`config.mk`:
```
export PLATFORM = sky130hd
export DESIGN_NAME = mdio_master
export DESIGN_NICKNAME = d
export VERILOG_FILES = /design/src/rtl/mdio_pkg.sv /design/src/rtl/mdio_clk_gen.sv /design/src/rtl/mdio_master.sv
export SDC_FILE = /design/constraint.sdc
export NUM_CORES = 1
export LEC_CHECK = 0
export ABC_AREA = 1
export CORE_UTILIZATION = 50
export DETAILED_ROUTE_END_ITERATION = 8
export PLACE_DENSITY = 0.85
export SETUP_SLACK_MARGIN = 0.02
export SKIP_LAST_GASP = 1
export SLEW_MARGIN = 20
export SYNTH_ARGS = -nofsm -noshare
export SYNTH_HDL_FRONTEND = slang
export SYNTH_HIERARCHICAL = 1
export SYNTH_SLANG_ARGS = --single-unit
```
`constraint.sdc`:
```
create_clock -name clk -period 3.5 [get_ports clk]
set_input_delay 0.525 -clock clk [delete_from_list [all_inputs] [get_ports clk]]
set_output_delay 0.525 -clock clk [all_outputs]
set_load 0.02 [all_outputs]
```
`src/rtl/mdio_pkg.sv`:
```
// Shared frame constants and FSM state encoding for the Clause-22 MDIO master.
package mdio_pkg;

    localparam logic [1:0] OP_WR = 2'b01;
    localparam logic [1:0] OP_RD = 2'b10;
    localparam logic [1:0] ST    = 2'b01;

    localparam int PRE_BITS  = 32;
    localparam int HDR_BITS  = 14;
    localparam int TA_BITS   = 2;
    localparam int DATA_BITS = 16;

    localparam int CNT_W = 6;

    typedef enum logic [2:0] {
        IDLE,
        PRE,
        HDR,
        TA,
        DATA,
        DONE
    } mdio_state_t;

endpackage

```
`src/rtl/mdio_clk_gen.sv`:
```
// MDC generator: low phase then high phase of CLK_DIV cycles each, with one-cycle
// strobes on the cycle before each MDC edge. Parked low and phase-reset while disabled.
module mdio_clk_gen #(
    parameter int CLK_DIV = 25
) (
    input  logic clk,
    input  logic reset,
    input  logic en,
    output logic mdc,
    output logic rise,
    output logic fall
);

    localparam int CW = (CLK_DIV > 1) ? $clog2(CLK_DIV) : 1;
    localparam logic [CW-1:0] WRAP = CW'(CLK_DIV - 1);

    logic [CW-1:0] div_cnt;
    logic          wrap;

    assign wrap = en && (div_cnt == WRAP);
    assign rise = wrap && !mdc;
    assign fall = wrap && mdc;

    always_ff @(posedge clk) begin
        if (reset || !en) begin
            div_cnt <= '0;
            mdc     <= 1'b0;
        end else if (wrap) begin
            div_cnt <= '0;
            mdc     <= ~mdc;
        end else begin
            div_cnt <= div_cnt + 1'b1;
        end
    end

endmodule

```
`src/rtl/mdio_master.sv`:
```
// Clause-22 MDIO master: one read or write frame per accepted command, result
// reported with a single-cycle rsp_valid pulse.
module mdio_master
    import mdio_pkg::*;
#(
    parameter int CLK_DIV = 25
) (
    input  logic        clk,
    input  logic        reset,
    input  logic        cmd_valid,
    output logic        cmd_rdy,
    input  logic        cmd_write,
    input  logic [4:0]  cmd_phy_addr,
    input  logic [4:0]  cmd_reg_addr,
    input  logic [15:0] cmd_wr_data,
    output logic        rsp_valid,
    output logic [15:0] rsp_rd_data,
    output logic        rsp_err,
    output logic        mdc,
    output logic        mdio_o,
    output logic        mdio_oe,
    input  logic        mdio_i
);

    mdio_state_t      state_q, state_d;
    logic [CNT_W-1:0] bit_cnt_q, bit_cnt_d;
    logic             mdio_o_d, mdio_oe_d;
    logic             accept, last_bit, clk_en, rise, fall;
    logic             wr_q, err_q;
    logic [13:0]      hdr_sr;
    logic [15:0]      tx_sr, rx_sr;

    assign cmd_rdy   = (state_q == IDLE) && !reset;
    assign accept    = cmd_valid && cmd_rdy;
    assign last_bit  = (bit_cnt_q == '0);
    assign clk_en    = (state_q == PRE) || (state_q == HDR) || (state_q == TA) || (state_q == DATA);
    assign rsp_valid = (state_q == DONE) && !reset;
    assign rsp_err   = rsp_valid && err_q;

    mdio_clk_gen #(.CLK_DIV(CLK_DIV)) u_clk_gen (
        .clk   (clk),
        .reset (reset),
        .en    (clk_en),
        .mdc   (mdc),
        .rise  (rise),
        .fall  (fall)
    );

    always_ff @(posedge clk) begin
        if (reset) begin
            state_q   <= IDLE;
            bit_cnt_q <= '0;
            mdio_o    <= 1'b1;
            mdio_oe   <= 1'b0;
        end else begin
            state_q   <= state_d;
            bit_cnt_q <= bit_cnt_d;
            mdio_o    <= mdio_o_d;
            mdio_oe   <= mdio_oe_d;
        end
    end

    // Every bit starts on an MDC fall strobe; outputs are chosen for the bit being entered.
    always_comb begin
        state_d   = state_q;
        bit_cnt_d = bit_cnt_q;
        mdio_o_d  = mdio_o;
        mdio_oe_d = mdio_oe;

        case (state_q)
            IDLE: begin
                if (accept) begin
                    state_d   = PRE;
                    bit_cnt_d = CNT_W'(PRE_BITS - 1);
                    mdio_o_d  = 1'b1;
                    mdio_oe_d = 1'b1;
                end
            end
            PRE, HDR, TA, DATA: begin
                if (fall) begin
                    if (!last_bit) begin
                        bit_cnt_d = bit_cnt_q - 1'b1;
                    end else begin
                        case (state_q)
                            PRE:     begin state_d = HDR;  bit_cnt_d = CNT_W'(HDR_BITS - 1);  end
                            HDR:     begin state_d = TA;   bit_cnt_d = CNT_W'(TA_BITS - 1);   end
                            TA:      begin state_d = DATA; bit_cnt_d = CNT_W'(DATA_BITS - 1); end
                            default: begin state_d = DONE; bit_cnt_d = '0;                    end
                        endcase
                    end

                    case (state_d)
                        PRE:  mdio_o_d = 1'b1;
                        HDR:  mdio_o_d = hdr_sr[13];
                        TA: begin
                            mdio_o_d  = wr_q ? (bit_cnt_d != '0) : 1'b1;
                            mdio_oe_d = wr_q;
                        end
                        DATA: mdio_o_d = wr_q ? tx_sr[15] : 1'b1;
                        default: begin
                            mdio_o_d  = 1'b1;
                            mdio_oe_d = 1'b0;
                        end
                    endcase
                end
            end
            DONE:    state_d = IDLE;
            default: state_d = IDLE;
        endcase
    end

    always_ff @(posedge clk) begin
        if (accept) begin
            wr_q   <= cmd_write;
            hdr_sr <= {ST, (cmd_write ? OP_WR : OP_RD), cmd_phy_addr, cmd_reg_addr};
            tx_sr  <= cmd_wr_data;
        end else if (fall) begin
            if (state_d == HDR)  hdr_sr <= {hdr_sr[12:0], 1'b0};
            if (state_d == DATA) tx_sr  <= {tx_sr[14:0], 1'b0};
        end
        if (rise && (state_q == DATA)) begin
            rx_sr <= {rx_sr[14:0], mdio_i};
        end
    end

    // A PHY that answers pulls the second turnaround bit low; a floating bus reads 1.
    always_ff @(posedge clk) begin
        if (reset) begin
            err_q       <= 1'b0;
            rsp_rd_data <= 16'h0000;
        end else begin
            if (accept) begin
                err_q <= 1'b0;
            end else if (rise && (state_q == TA) && last_bit && !wr_q) begin
                err_q <= mdio_i;
            end
            if ((state_q == DATA) && (state_d == DONE) && !wr_q) begin
                rsp_rd_data <= rx_sr;
            end
        end
    end

endmodule

```
==> summary.md <==
| Metric | Value |
|---|---|
| Final hold violations | `0` |
| Number of global-route vias before repair | `2583` |
| Multi-input logic area | `0.00147 mm^2` |
| DR WL/cell | `12.6 um` |
| Area grow syn2layout | `21.1%` |
| Period utilization | `88.0%` |
| Pwr dens | `432 mW/mm^2` |
| Yosys cell types | `40` |
| Sink count of the clock tree | `81` |
| DR vias | `2822` |
| R2R setup slack | `0.42 ns` |
| Min cycle time layout | `3.08 ns` |
| Total number of yosys warnings | `6` |
| Layout cells sized above 1 | `17.2%` |
| CP startpoint | `state_q[1]$_SDFF_PP0_` |
| Syn Area/Cell | `9.37 um^2` |
| Max-slew violations | `0` |
| Total length of routed wires | `7.06 mm` |
| Die Y-Extent | `88.7 um` |
| Final nets | `489` |
| TritonCTS clock tree | `built` |
| Most common cell in the netlist | `nand2_1` |
| Htree depth | `3` |
| Async S/R FF share, synth | `0%` |
| Cts repair resizes | `0` |
| Core area | `0.00725 mm^2` |
| Synthesized Nets | `435` |
| Endpoint class of the critical path | `register` |
| Setup_tns | `0 ns` |
| CTS Hold Bufs | `0` |
| Maximum fanout along the worst path | `12` |
| HP Class | `reg2reg` |
| CP Data Required Time | `3.51 ns` |
| Residual DRC count | `0` |
| Sequential cell area | `0.00207 mm^2` |
| Final setup violation count | `0` |
| Via-per-instance ratio | `5.05` |
| Commonest register cell after synthesis | `edfxtp_1` |
| IO Count | `53` |
| Largest net degree at the start of global routing | `28` |
| Lkg Pwr | `1.76 nW` |
| CTS Buffer Depth | `2` |
| Setup CP Type | `reg2reg` |
| Die area | `0.00786 mm^2` |
| Leading area contributor after synthesis | `edfxtp_1` |
| HPWL Detailed | `5.05 mm` |
| Total power | `0.00196 W` |
| Sequential share of the synthesized area | `55.2%` |
| Num CTS Buffers | `9` |
| Worst-Margin Slew | `0.677 ns` |
| Clock Pin Slew Worst Setup and Hold Paths | `0.09 ns` |
| Post-Route Utilization | `62.7%` |
| Diodes inserted | `0` |
| Initial antenna violation count | `0` |
| Max_cap viols | `0` |
| Top cells by area, synth | `edfxtp_1 (36%), dfxtp_1 (19%), nand2_1 (13%)` |
| Clk_lat worst skew | `0.36 ns` |
| FMAX | `325 MHz` |
| Total Routing Usage GR | `20.1%` |
| CP endpoint | `hdr_sr[1]$_DFFE_PP_` |
| Starting Density | `51.8%` |
| Synth Register Bits | `81` |
| Commonest cells post-synth | `nand2_1 (127), edfxtp_1 (45), dfxtp_1 (36)` |
| Arrival time worst endpoint | `3.08 ns` |
| Buffers on Ports | `52` |
| Antenna viol nets, final | `0` |
| Rel. slew slack | `54.6%` |
| Number of filler cells placed in the layout | `594` |
| Status | `completed` |
| Row count | `31` |
| VDD IR max | `0.286 mV` |
| Grt total ovfl | `0` |
| Width of the chip | `88.7 um` |
| DR iter-0 viols | `174` |
| RSZ-0062 raised after global routing | `false` |
| DR pass1 iterations | `6` |
| Synth Cell Area | `0.00376 mm^2` |
| Synth top area share | `36.0%` |
| Final Skew | `0.00803 ns` |
| CP Launch Type | `register` |
| Post-synth EDFFs | `45` |
| Setup Fix Bufs, Post-CTS | `0` |
| Reg2reg start | `state_q[1]$_SDFF_PP0_` |
| First-pass GRT wire length | `11.8 mm` |
| Reg2reg end | `hdr_sr[1]$_DFFE_PP_` |
| CTS root buf | `clkbuf_8` |
| Worst r2r path cells | `14` |
| GPL Wtd Cong | `0.899` |
| Post-Synthesis Cells | `401` |
## cell families (layout without fill, tap and decap cells)
family,Yosys count,in the layout,share of synthesized area [%]
and+or+nand+nor,227,227,29.9
DFF,81,81,55.2
buffers and inverters,47,106,5.66
AOI/OAI and AO/OA,40,40,7.60
adders and majority gates,3,3,0.999
xor gates and xnor gates,3,3,0.700
## stage by stage
step           setup slack (ns)  hold WS [ns]  std cells  area [um^2]
4_1_cts                   0.427         0.455        559         4550
2_1_floorplan             0.981         0.427        401         3760
3_5_place_dp              0.439         0.434        543         4350
5_1_grt                   0.123         0.463        559         4550
6_report                  0.421         0.458        559         4550
3_3_place_gp              0.544         0.432        543         4350
## flip-flops by register name, summed over array words and instances, names as in the netlist
| name | cells |
|---|---|
| u_clk_gen/div_cnt | 5 |
| state_q | 3 |
| tx_sr | 16 |
| mdio_o | 1 |
| mdio_oe | 1 |
| hdr_sr | 14 |
| err_q | 1 |
| bit_cnt_q | 6 |
| rx_sr | 16 |
| u_clk_gen/mdc | 1 |
| rsp_rd_data | 16 |
| wr_q | 1 |
## power by group
| part | internal [W] | total, W | switching [W] |
|---|---|---|---|
| clock network | 0.000337 | 0.000700 | 0.000363 |
| registers | 0.00103 | 0.00104 | 0.0000119 |
| logic | 0.0000868 | 0.000221 | 0.000135 |
## cell usage in the layout, fill, tap and decap left out, types with 2 or more instances in the layout
cell	instances
nor2_1	27
nand3_4	2
ha_1	3
nand2_1	127
o21ai_0	8
nand4_1	5
nor2_2	5
a221oi_1	3
nor2_4	4
nor3_1	2
a21oi_2	10
clkbuf_8	9
inv_2	5
xor2_1	2
clkdlybuf4s50_1	52
nand3_2	10
a31oi_1	2
buf_4	4
nand3_1	22
inv_1	28
nand2_2	13
nand2_4	6
edfxtp_1	45
a21oi_1	11
dfxtp_1	36
## per-layer routing
metal,vias to the layer above,part of all wire (%),track usage [%]
met2,71,48,31.3
met5,-,0,0
met1,1303,44,26.2
met3,20,4.2,4.29
met4,0,3.3,11.7
li1,1428,-,-
## critical path, cell delays in order (launching register included)
cell	delay (ns)
dfxtp_1	0.51
inv_2	0.10
nand2_4	0.12
nand2_4	0.08
nand2_4	0.08
nand2_1	0.06
nor2_1	0.21
nand3_1	0.13
inv_1	0.27
inv_1	0.14
a21oi_4	0.24
nand3_1	0.13
nand2_1	0.12
nand3_1	0.13
nand2_1	0.40
## cell type report
cell class	instances	area share [%]
multi-input cells	273	32.4
flip-flops and latches	81	45.6
well taps	99	2.72
repair buffers	56	12.1
inverters	34	2.81
clock inverters	7	1.71
clock buffers	9	2.72
## worst min path at each step
stage / startpoint / end / slack (ns) / cells past startpoint
after global routing: rx_sr[5]$_DFFE_PP_ / rx_sr[6]$_DFFE_PP_ / 0.46 / 0
after floorplan: rx_sr[0]$_DFFE_PP_ / rx_sr[1]$_DFFE_PP_ / 0.43 / 0
after detailed placement: rx_sr[0]$_DFFE_PP_ / rx_sr[1]$_DFFE_PP_ / 0.43 / 0
final: rx_sr[0]$_DFFE_PP_ / rx_sr[1]$_DFFE_PP_ / 0.46 / 0
after CTS: rx_sr[0]$_DFFE_PP_ / rx_sr[1]$_DFFE_PP_ / 0.45 / 0
after global placement: rx_sr[5]$_DFFE_PP_ / rx_sr[6]$_DFFE_PP_ / 0.43 / 0
(Power assumes the default switching activity.)
